**src/rtl/exp_engine_arbiter.sv**
```systemverilog
// Round-robin arbiter sharing one exponent engine (start/done handshake) among NREQ requesters.
// Optional build macro EXP_ARB_TIMEOUT_EN adds a WAIT watchdog and the err output.
module exp_engine_arbiter #(
  parameter int NREQ    = 4,
  parameter int DW      = 16,
  parameter int RW      = 16,
  parameter int GW      = 2,
  parameter int TIMEOUT = 64
) (
  input  logic               clk,
  input  logic               rst,
  input  logic [NREQ-1:0]    req,
  input  logic [NREQ*DW-1:0] x_in,
  output logic [NREQ-1:0]    ack,
  output logic [RW-1:0]      result,
  output logic [GW-1:0]      grant_id,
  output logic               busy,
  output logic               exp_start,
  output logic [DW-1:0]      exp_x,
  input  logic               exp_done,
  input  logic [RW-1:0]      exp_result
`ifdef EXP_ARB_TIMEOUT_EN
  ,
  output logic               err
`endif
);

  typedef enum logic [2:0] {
    S_IDLE,
    S_LOAD,
    S_START,
    S_WAIT,
    S_DELIVER
  } state_t;

  state_t            state_q, state_d;
  logic [GW-1:0]     ptr_q, ptr_d;
  logic [NREQ-1:0]   ack_q, ack_d;
  logic [RW-1:0]     result_q, result_d;
  logic [GW-1:0]     grant_q, grant_d;
  logic              busy_q, busy_d;
  logic              start_q, start_d;
  logic [DW-1:0]     x_q, x_d;

`ifdef EXP_ARB_TIMEOUT_EN
  localparam int CW = $clog2(TIMEOUT + 1);
  logic [CW-1:0]     cnt_q, cnt_d;
  logic              err_q, err_d;
`endif

  logic [GW-1:0]     winner;
  logic              found;
  logic [DW-1:0]     lane_x;
  logic [NREQ-1:0]   grant_oh;
  logic [GW-1:0]     ptr_next;

  // Two passes give the wrap-around search: lanes at/above the pointer first, then the rest.
  always_comb begin
    winner = '0;
    found  = 1'b0;
    for (int j = 0; j < NREQ; j++) begin
      if (!found && req[j] && (GW'(j) >= ptr_q)) begin
        found  = 1'b1;
        winner = GW'(j);
      end
    end
    for (int j = 0; j < NREQ; j++) begin
      if (!found && req[j]) begin
        found  = 1'b1;
        winner = GW'(j);
      end
    end
  end

  always_comb begin
    lane_x   = '0;
    grant_oh = '0;
    for (int j = 0; j < NREQ; j++) begin
      if (winner == GW'(j)) lane_x = x_in[j*DW +: DW];
      grant_oh[j] = (grant_q == GW'(j));
    end
    ptr_next = (grant_q == GW'(NREQ - 1)) ? '0 : grant_q + 1'b1;
  end

  always_comb begin
    state_d  = state_q;
    ptr_d    = ptr_q;
    ack_d    = '0;
    result_d = result_q;
    grant_d  = grant_q;
    start_d  = 1'b0;
    x_d      = x_q;
`ifdef EXP_ARB_TIMEOUT_EN
    cnt_d    = cnt_q;
    err_d    = 1'b0;
`endif
    unique case (state_q)
      S_IDLE: begin
        if (|req) begin
          state_d = S_LOAD;
          grant_d = winner;
          x_d     = lane_x;
        end
      end
      S_LOAD: begin
        state_d = S_START;
        start_d = 1'b1;
      end
      S_START: begin
        state_d = S_WAIT;
`ifdef EXP_ARB_TIMEOUT_EN
        cnt_d   = '0;
`endif
      end
      S_WAIT: begin
        if (exp_done) begin
          state_d  = S_DELIVER;
          result_d = exp_result;
          ack_d    = grant_oh;
        end
`ifdef EXP_ARB_TIMEOUT_EN
        else if (cnt_q == CW'(TIMEOUT - 1)) begin
          state_d  = S_DELIVER;
          result_d = '0;
          ack_d    = grant_oh;
          err_d    = 1'b1;
        end else begin
          cnt_d = cnt_q + 1'b1;
        end
`endif
      end
      S_DELIVER: begin
        state_d = S_IDLE;
        ptr_d   = ptr_next;
      end
      default: state_d = S_IDLE;
    endcase
    busy_d = (state_d != S_IDLE);
  end

  always_ff @(posedge clk or posedge rst) begin
    if (rst) begin
      state_q  <= S_IDLE;
      ptr_q    <= '0;
      ack_q    <= '0;
      result_q <= '0;
      grant_q  <= '0;
      busy_q   <= 1'b0;
      start_q  <= 1'b0;
      x_q      <= '0;
`ifdef EXP_ARB_TIMEOUT_EN
      cnt_q    <= '0;
      err_q    <= 1'b0;
`endif
    end else begin
      state_q  <= state_d;
      ptr_q    <= ptr_d;
      ack_q    <= ack_d;
      result_q <= result_d;
      grant_q  <= grant_d;
      busy_q   <= busy_d;
      start_q  <= start_d;
      x_q      <= x_d;
`ifdef EXP_ARB_TIMEOUT_EN
      cnt_q    <= cnt_d;
      err_q    <= err_d;
`endif
    end
  end

  assign ack       = ack_q;
  assign result    = result_q;
  assign grant_id  = grant_q;
  assign busy      = busy_q;
  assign exp_start = start_q;
  assign exp_x     = x_q;
`ifdef EXP_ARB_TIMEOUT_EN
  assign err       = err_q;
`endif

endmodule

```
**config.mk**
```make
export PLATFORM = sky130hd
export DESIGN_NAME = exp_engine_arbiter
export DESIGN_NICKNAME = d
export VERILOG_FILES = /design/src/rtl/exp_engine_arbiter.sv
export SDC_FILE = /design/constraint.sdc
export NUM_CORES = 1
export LEC_CHECK = 0
export ABC_AREA = 0
export BUFFER_PORTS_ARGS = -buffer_cell sky130_fd_sc_hd__buf_2
export CAP_MARGIN = 20
export CORE_MARGIN = 4
export CORE_UTILIZATION = 40
export CTS_CLUSTER_SIZE = 10
export DETAILED_ROUTE_END_ITERATION = 10
export PLACE_DENSITY = 0.74
export RECOVER_POWER = 50
export SETUP_SLACK_MARGIN = 0.02
export SKIP_LAST_GASP = 1
export SYNTH_ARGS = -nofsm -noshare
export SYNTH_HDL_FRONTEND = slang
export SYNTH_SLANG_ARGS = --single-unit
export TNS_END_PERCENT = 100
```
**constraint.sdc**
```tcl
create_clock -name clk -period 4.3 [get_ports clk]
set_input_delay 0.43 -clock clk [delete_from_list [all_inputs] [get_ports clk]]
set_output_delay 0.43 -clock clk [all_outputs]
set_load 0.05 [all_outputs]
```
==> results of run 1 <==
==> state kept, by name, summed over array words and instances, names as in the netlist <==
register,flops
state_q,3
result,16
busy,1
ptr_q,2
grant_id,2
ack,4
exp_start,1
exp_x,16
==> worst paths after layout <==
check / start / end / cells after the start
max: req[1] / exp_x[0] / 7
min: exp_result[13] / result[13] / 2
max reg2reg: state_q[2] / exp_x[0] / 5
min reg2reg: result[1] / result[1] / 1
max in group asynchronous: rst / exp_x[0] / 2
min in group asynchronous: rst / result[1] / 2
==> where the power goes <==
part           internal, W  switching [W]
logic             0.000479        0.00110
clock network     0.000113       0.000136
registers         0.000621       0.000134
total              0.00121        0.00137
==> metrics by stage <==
step	total power, W	util [%]	setup slack (ns)	hold slack (ns)
2_1_floorplan	0.00199	-	2.62	0.471
3_3_place_gp	0.00231	52.3	1.53	0.483
3_5_place_dp	0.00235	52.5	1.46	0.491
4_1_cts	0.00261	53.9	1.53	0.354
5_1_grt	0.00275	53.7	1.88	0.360
6_report	0.00258	53.7	2.06	0.362
==> kinds of logic after synthesis <==
| logic type | Yosys count |
|---|---|
| fa+ha+maj | 4 |
| flops | 45 |
| compound gates | 91 |
| mux | 17 |
| simple gates | 48 |
| buf+inv | 20 |
==> Yosys cell counts, drive strengths merged (7+ instances only) <==
| master | number | area [µm²] |
|---|---|---|
| o22ai | 16 | 100 |
| nand3 | 16 | 130 |
| nor2 | 7 | 33.8 |
| o21ai | 18 | 90.1 |
| nand2 | 7 | 26.3 |
| buf | 14 | 106 |
| a21o | 15 | 118 |
| mux2 | 17 | 191 |
| a31oi | 15 | 93.8 |
| dfrtp | 45 | 1130 |
| a21oi | 17 | 100 |
==> area by class of cell <==
type / count / area, µm² / share of cell area, %
flip-flops and latches: 45 / 1130 / 35.4
multi-input cells: 160 / 1190 / 37.5
clock buffers: 6 / 72.6 / 2.28
repair buffers: 132 / 668 / 21.0
well taps: 75 / 93.8 / 2.95
clock inverters: 2 / 10.0 / 0.315
inverters: 4 / 15.0 / 0.472
==> metal layers <==
| layer | part of all wire, % | GRT usage (%) | up-vias | routed length (µm) |
|---|---|---|---|---|
| li1 | - | - | 1084 | - |
| met1 | 42 | 23.0 | 1070 | 2890 |
| met2 | 51 | 31.1 | 77 | 3530 |
| met3 | 5.5 | 2.85 | 11 | 381 |
| met4 | 1.8 | 6.94 | 0 | 125 |
| met5 | 0 | 0 | - | 0 |
==> worst reg2reg max path, delay by kind of cell (launching register included) <==
kind,cells,cell delay (ns)
AO/OA/AOI/OAI,2,0.83
AND/OR/NAND/NOR,2,0.52
flip-flops,1,0.48
buffers and inverters,1,0.24
==> run_results.csv, run 1 <==
group,metric,value,unit
critical_path,crit_fanout,18,
layout,area_delta_synth_final,29.5,%
synthesis,syn_area_per_cell,10.9,µm²
synthesis,async_flop_share,100,%
floorplanning,die_y,86.3,µm
critical_path,crit_path_end_kind,"flop",
sta,period_minus_slack,2.24,ns
critical_path,r2r_slack,2.10,ns
drt,routed_wl,6930,µm
status,outcome,"finished with violations",
place,dpl_cell_area,3110,µm²
place,routabilityCongestion,0.789,
synthesis,syn_area,2450,µm²
cts,hold_buffers,0,
drt,drtIter0Drc,105,
critical_path,crit_chain,"clkbuf_1, nor4_1, nor4_4, buf_6, nand3_1, o22ai_1, nor3_2",
critical_path,required,4.51,ns
place,dpl.cell_count,415,
cts,clkSinkCount,45,
synthesis,synthMuxAreaShare,7.80,%
status,violations,"capacitance limit, slew limit",
synthesis,syn_inst,225,
power,powerDensity,812,nW/µm²
synthesis,synth_edf_count,0,
floorplanning,rows,28,
job,maxCapViolations,1,
sta,setup-tns-final,0,ns
layout,layout-drive-gt1-share,49.0,%
drt,ant_nets,0,
synthesis,ys_ff_latch,45,
floorplanning,initial_core_util,41.4,%
critical_path,start_kind,"input port",
synthesis,synth-xor-area-share,0,%
cts,cts_root_buf,"clkbuf_8",
layout,layout_commonest_cell,"buf_2",
sta,final.period_utilization,52.1,%
grt,antenna_found_initial,0,
layout,stdcell_area,3180,µm²
layout,final_cell_mix,"buf_2, dfrtp_1, o21ai_0, mux2_2",
grt,grt_pass1_vias,2332,
synthesis,synthAdderAreaFrac,2.04,%
cts,cts.clk_slew.worst_paths,0.09,ns
drt,vias,2242,
synthesis,synth_top_family_by_area,"compound AO/OA/AOI/OAI gates",
critical_path,critPathKind,"in -> reg",
drt,routedWlPerCell,16.3,µm
drt,drt_first_pass_iters,4,
synthesis,syn_nets,316,
cts,cts_tree,"done",
place,hpwlAfterDp,5210,µm
critical_path,cpMaxStageDelayCell,"nor4_1",
sta,hold_violations,0,
layout,fillers,543,
critical_path,path_buf_inv,2,
grt,grt_max_degree,46,
critical_path,cp_top_family,"simple AND/OR/NAND/NOR gates",
sta,fin_skew,0.00786,ns
synthesis,synthFlopType,"dfrtp_1",
power,vdd_drop_max,0.367,mV
synthesis,synth-seq-area-share,45.9,%
sta,grt_setup_unrepaired,"no",
sta,finalMaxSlewViolations,46,
critical_path,cp.arrival,2.45,ns
drt,drc_errors,0,
cts,clk_path_buf_depth,2,
grt,grt_util_all_layers,18.1,%
floorplanning,core_area,5920,µm²
power,cellLeakagePower,1.51,nW
cts,post_cts_buffers,0,
sta,setup_viol,0,
floorplanning,ios,127,
critical_path,max_stage_delay,0.67,ns
grt,grt_overflow,0,
cts,cts_max_level,2,
cts,clk_latency,0.29,ns
layout,num_antenna_cells,0,
synthesis,synthSimpleGateAreaFrac,14.4,%
cts,cts_resized,0,
floorplanning,dieArea,7450,µm²
drt,viasPerCell,5.29,
synthesis,netlist-cell-type-count,43,
min_path,hold_class,"in -> reg",
floorplanning,die-width,86.3,µm
grt,grt_pass1_wl,10800,µm
layout,nets,439,
sta,max_slew_margin,-12.3,%
synthesis,synth_compound_area_share,24.6,%
place,port_buffers,126,
synthesis,ys_warn_count,0,
sta,tightest_slew,1.68,ns
sta,max_clock_freq,0.446,GHz
cts,cts_buffers,5,
layout,instances_no_fill,424,
(Power assumes the default switching activity.)
==> inputs of run 2 (changes only) <==
ABC_AREA = 1   (was 0)
PLACE_DENSITY = 0.73   (was 0.74)
clock period = 2.1 ns   (was 4.3 ns; I/O delays follow)
==> run_results.csv, run 2 <==
group,metric,value,unit
grt,grt_overflow,0,
synthesis,synth_edf_count,0,
critical_path,crit_fanout,32,
critical_path,path_buf_inv,0,
cts,clkSinkCount,45,
floorplanning,ios,127,
synthesis,syn_nets,413,
critical_path,max_stage_delay,0.41,ns
place,routabilityCongestion,0.822,
floorplanning,core_area,6350,µm²
min_path,hold_class,"in -> reg",
drt,ant_nets,0,
synthesis,ys_warn_count,0,
drt,drc_errors,0,
sta,setup-tns-final,0,ns
sta,final.period_utilization,86.9,%
power,powerDensity,1590,nW/µm²
min_path,hold_depth,3,
synthesis,syn_area,2610,µm²
drt,drtIter0Drc,86,
floorplanning,rows,29,
cts,cts_buffers,5,
sta,setup_viol,0,
synthesis,synthFlopType,"dfrtp_1",
synthesis,synthMuxAreaShare,0,%
synthesis,synthTopCellsByCount,"nand2_1, dfrtp_1, nand3_1",
layout,layout_commonest_cell,"buf_2",
power,seq_power_share,27.3,%
synthesis,netlist-cell-type-count,27,
critical_path,start_kind,"flop",
grt,grt_util_all_layers,17.7,%
sta,fin_skew,0.00514,ns
sta,period_minus_slack,1.83,ns
power,cellLeakagePower,1.86,nW
synthesis,synthSimpleGateAreaFrac,33.7,%
layout,layout-drive-gt1-share,37.9,%
power,intPower,0.00252,W
floorplanning,die-width,88.8,µm
critical_path,crit_chain,"nor2_1, nand2_2, nand2_4, nor2_4, nand3_4, nand2_4, o21bai_2, nand3_1, nand2_1, nand2_1",
job,maxCapViolations,1,
layout,num_antenna_cells,0,
place,port_buffers,126,
sta,max_slew_margin,-12.0,%
grt,antenna_found_initial,0,
grt,grt_max_degree,48,
critical_path,path_depth,10,
place,hpwlAfterDp,5500,µm
sta,grt_setup_unrepaired,"no",
grt,grt_pass1_wl,10800,µm
cts,cts_root_buf,"clkbuf_8",
sta,finalMaxSlewViolations,46,
drt,vias,2486,
cts,post_cts_buffers,0,
synthesis,synthAdderAreaFrac,1.92,%
power,combPwrFrac,58.5,%
layout,instances_no_fill,520,
layout,nets,533,
synthesis,synth_top_family_by_area,"simple AND/OR/NAND/NOR gates",
critical_path,required,2.28,ns
synthesis,ys_top_cells_by_area,"dfrtp_1, nand2_1, o21bai_2, nand3_1, nand4_1",
layout,final_cell_mix,"buf_2, nand2_1, dfrtp_1",
synthesis,ys_ff_latch,45,
cts,hold_buffers,0,
synthesis,synth_compound_area_share,11.0,%
floorplanning,die_y,88.8,µm
critical_path,crit_path_end_kind,"flop",
critical_path,cpMaxStageDelayCell,"dfrtp_1",
floorplanning,dieArea,7880,µm²
critical_path,critPathKind,"reg -> reg",
synthesis,synth_most_common_cell,"nand2_1",
status,outcome,"finished with violations",
status,violations,"capacitance limit, slew limit",
critical_path,reg2reg_depth,10,
synthesis,synth-seq-area-share,43.1,%
drt,routedWlPerCell,13.5,µm
cts,cts_max_level,2,
synthesis,synth_area_leader_cell,"dfrtp_1",
cts,clk_latency,0.29,ns
layout,area_delta_synth_final,28.4,%
sta,max_clock_freq,0.548,GHz
synthesis,async_flop_share,100,%
drt,drt_first_pass_iters,4,
power,power_switching,0.00282,W
layout,fillers,629,
place,dpl.cell_count,512,
sta,tightest_slew,1.68,ns
power,p_clk_share,14.2,%
floorplanning,initial_core_util,41.1,%
cts,cts_resized,0,
synthesis,synth_top_area_share,43.1,%
synthesis,synth-xor-area-share,0,%
cts,clk_path_buf_depth,2,
drt,viasPerCell,4.78,
critical_path,r2r_slack,0.27,ns
power,swShare,52.8,%
synthesis,syn_area_per_cell,8.11,µm²
cts,cts_tree,"done",
cts,cts.clk_slew.worst_paths,0.08,ns
grt,grt_pass1_vias,2303,
power,vdd_drop_max,0.889,mV
synthesis,syn_inst,322,
sta,hold_violations,0,
critical_path,cp.arrival,2.01,ns
drt,routed_wl,7020,µm
critical_path,cp_top_family,"simple AND/OR/NAND/NOR gates",
run 2: changes by cell type after synthesis, moves of 6 or more:
cell and delta:
a21oi_1 -11, a31oi_1 -15, mux2_2 -17, inv_2 +15
nand3_1 +25, o22ai_1 -16, a21o_1 -11, nor2_1 +6
nand2_1 +97, inv_1 +16, o21bai_2 +14, nand4_1 +18
run 2: power groups by stage:
stage / Sequential (W) / Combinational, W / Clock [W]
global route: 0.00150 / 0.00342 / 0.000822
floorplan: 0.00258 / 0.00139 / 0
detailed placement: 0.00147 / 0.00318 / 0
global placement: 0.00146 / 0.00313 / 0
finish: 0.00146 / 0.00312 / 0.000759
CTS: 0.00145 / 0.00319 / 0.000787
run 2: worst min-delay path, cell delays in order:
cell and delay (ns):
buf_2 0.07, nand2_1 0.04, nand2_1 0.05
run 2: final timing paths:
check                             endpoint           start
worst max-delay path              exp_x[3]        ptr_q[1]
worst min register to register  result[14]      result[14]
max in group asynchronous        result[6]             rst
worst min-delay path            result[10]  exp_result[10]
worst max register to register    exp_x[3]        ptr_q[1]
min in group asynchronous        exp_x[15]             rst
run 2: layer usage:
metal / up-vias / share of wire (%) / track usage [%] / wire, µm
li1: 1279 / - / - / -
met1: 1093 / 46 / 25.4 / 3250
met2: 110 / 44 / 26.9 / 3060
met3: 4 / 9.4 / 3.45 / 657
met4: 0 / 0.73 / 5.63 / 51
met5: - / 0 / 0 / 0
run 2: final cells by class:
class	instances	area (µm²)	area share (%)
clock inverter	3	65.1	1.94
clock buffer	5	68.8	2.05
sequential	45	1130	33.6
timing repair buffer	130	648	19.3
multi-input combinational	225	1220	36.3
tap	77	96.3	2.87
inverter	35	131	3.92
run 2: logic make-up after synthesis:
| kind of cell | after synthesis |
|---|---|
| fa+ha+maj | 4 |
| simple gates | 183 |
| flops | 45 |
| compound gates | 38 |
| buf+inv | 52 |
run 2: metrics by stage:
step	cell area [µm²]	utilization [%]	hold WS (ns)	worst slack (ns)	total power [W]
2_1_floorplan	2610	-	0.327	0.676	0.00397
3_3_place_gp	3240	51.1	0.414	0.361	0.00459
3_5_place_dp	3240	51.1	0.419	0.281	0.00465
4_1_cts	3380	53.2	0.108	0.272	0.00542
5_1_grt	3350	52.8	0.117	0.101	0.00575
6_report	3350	52.8	0.122	0.275	0.00534
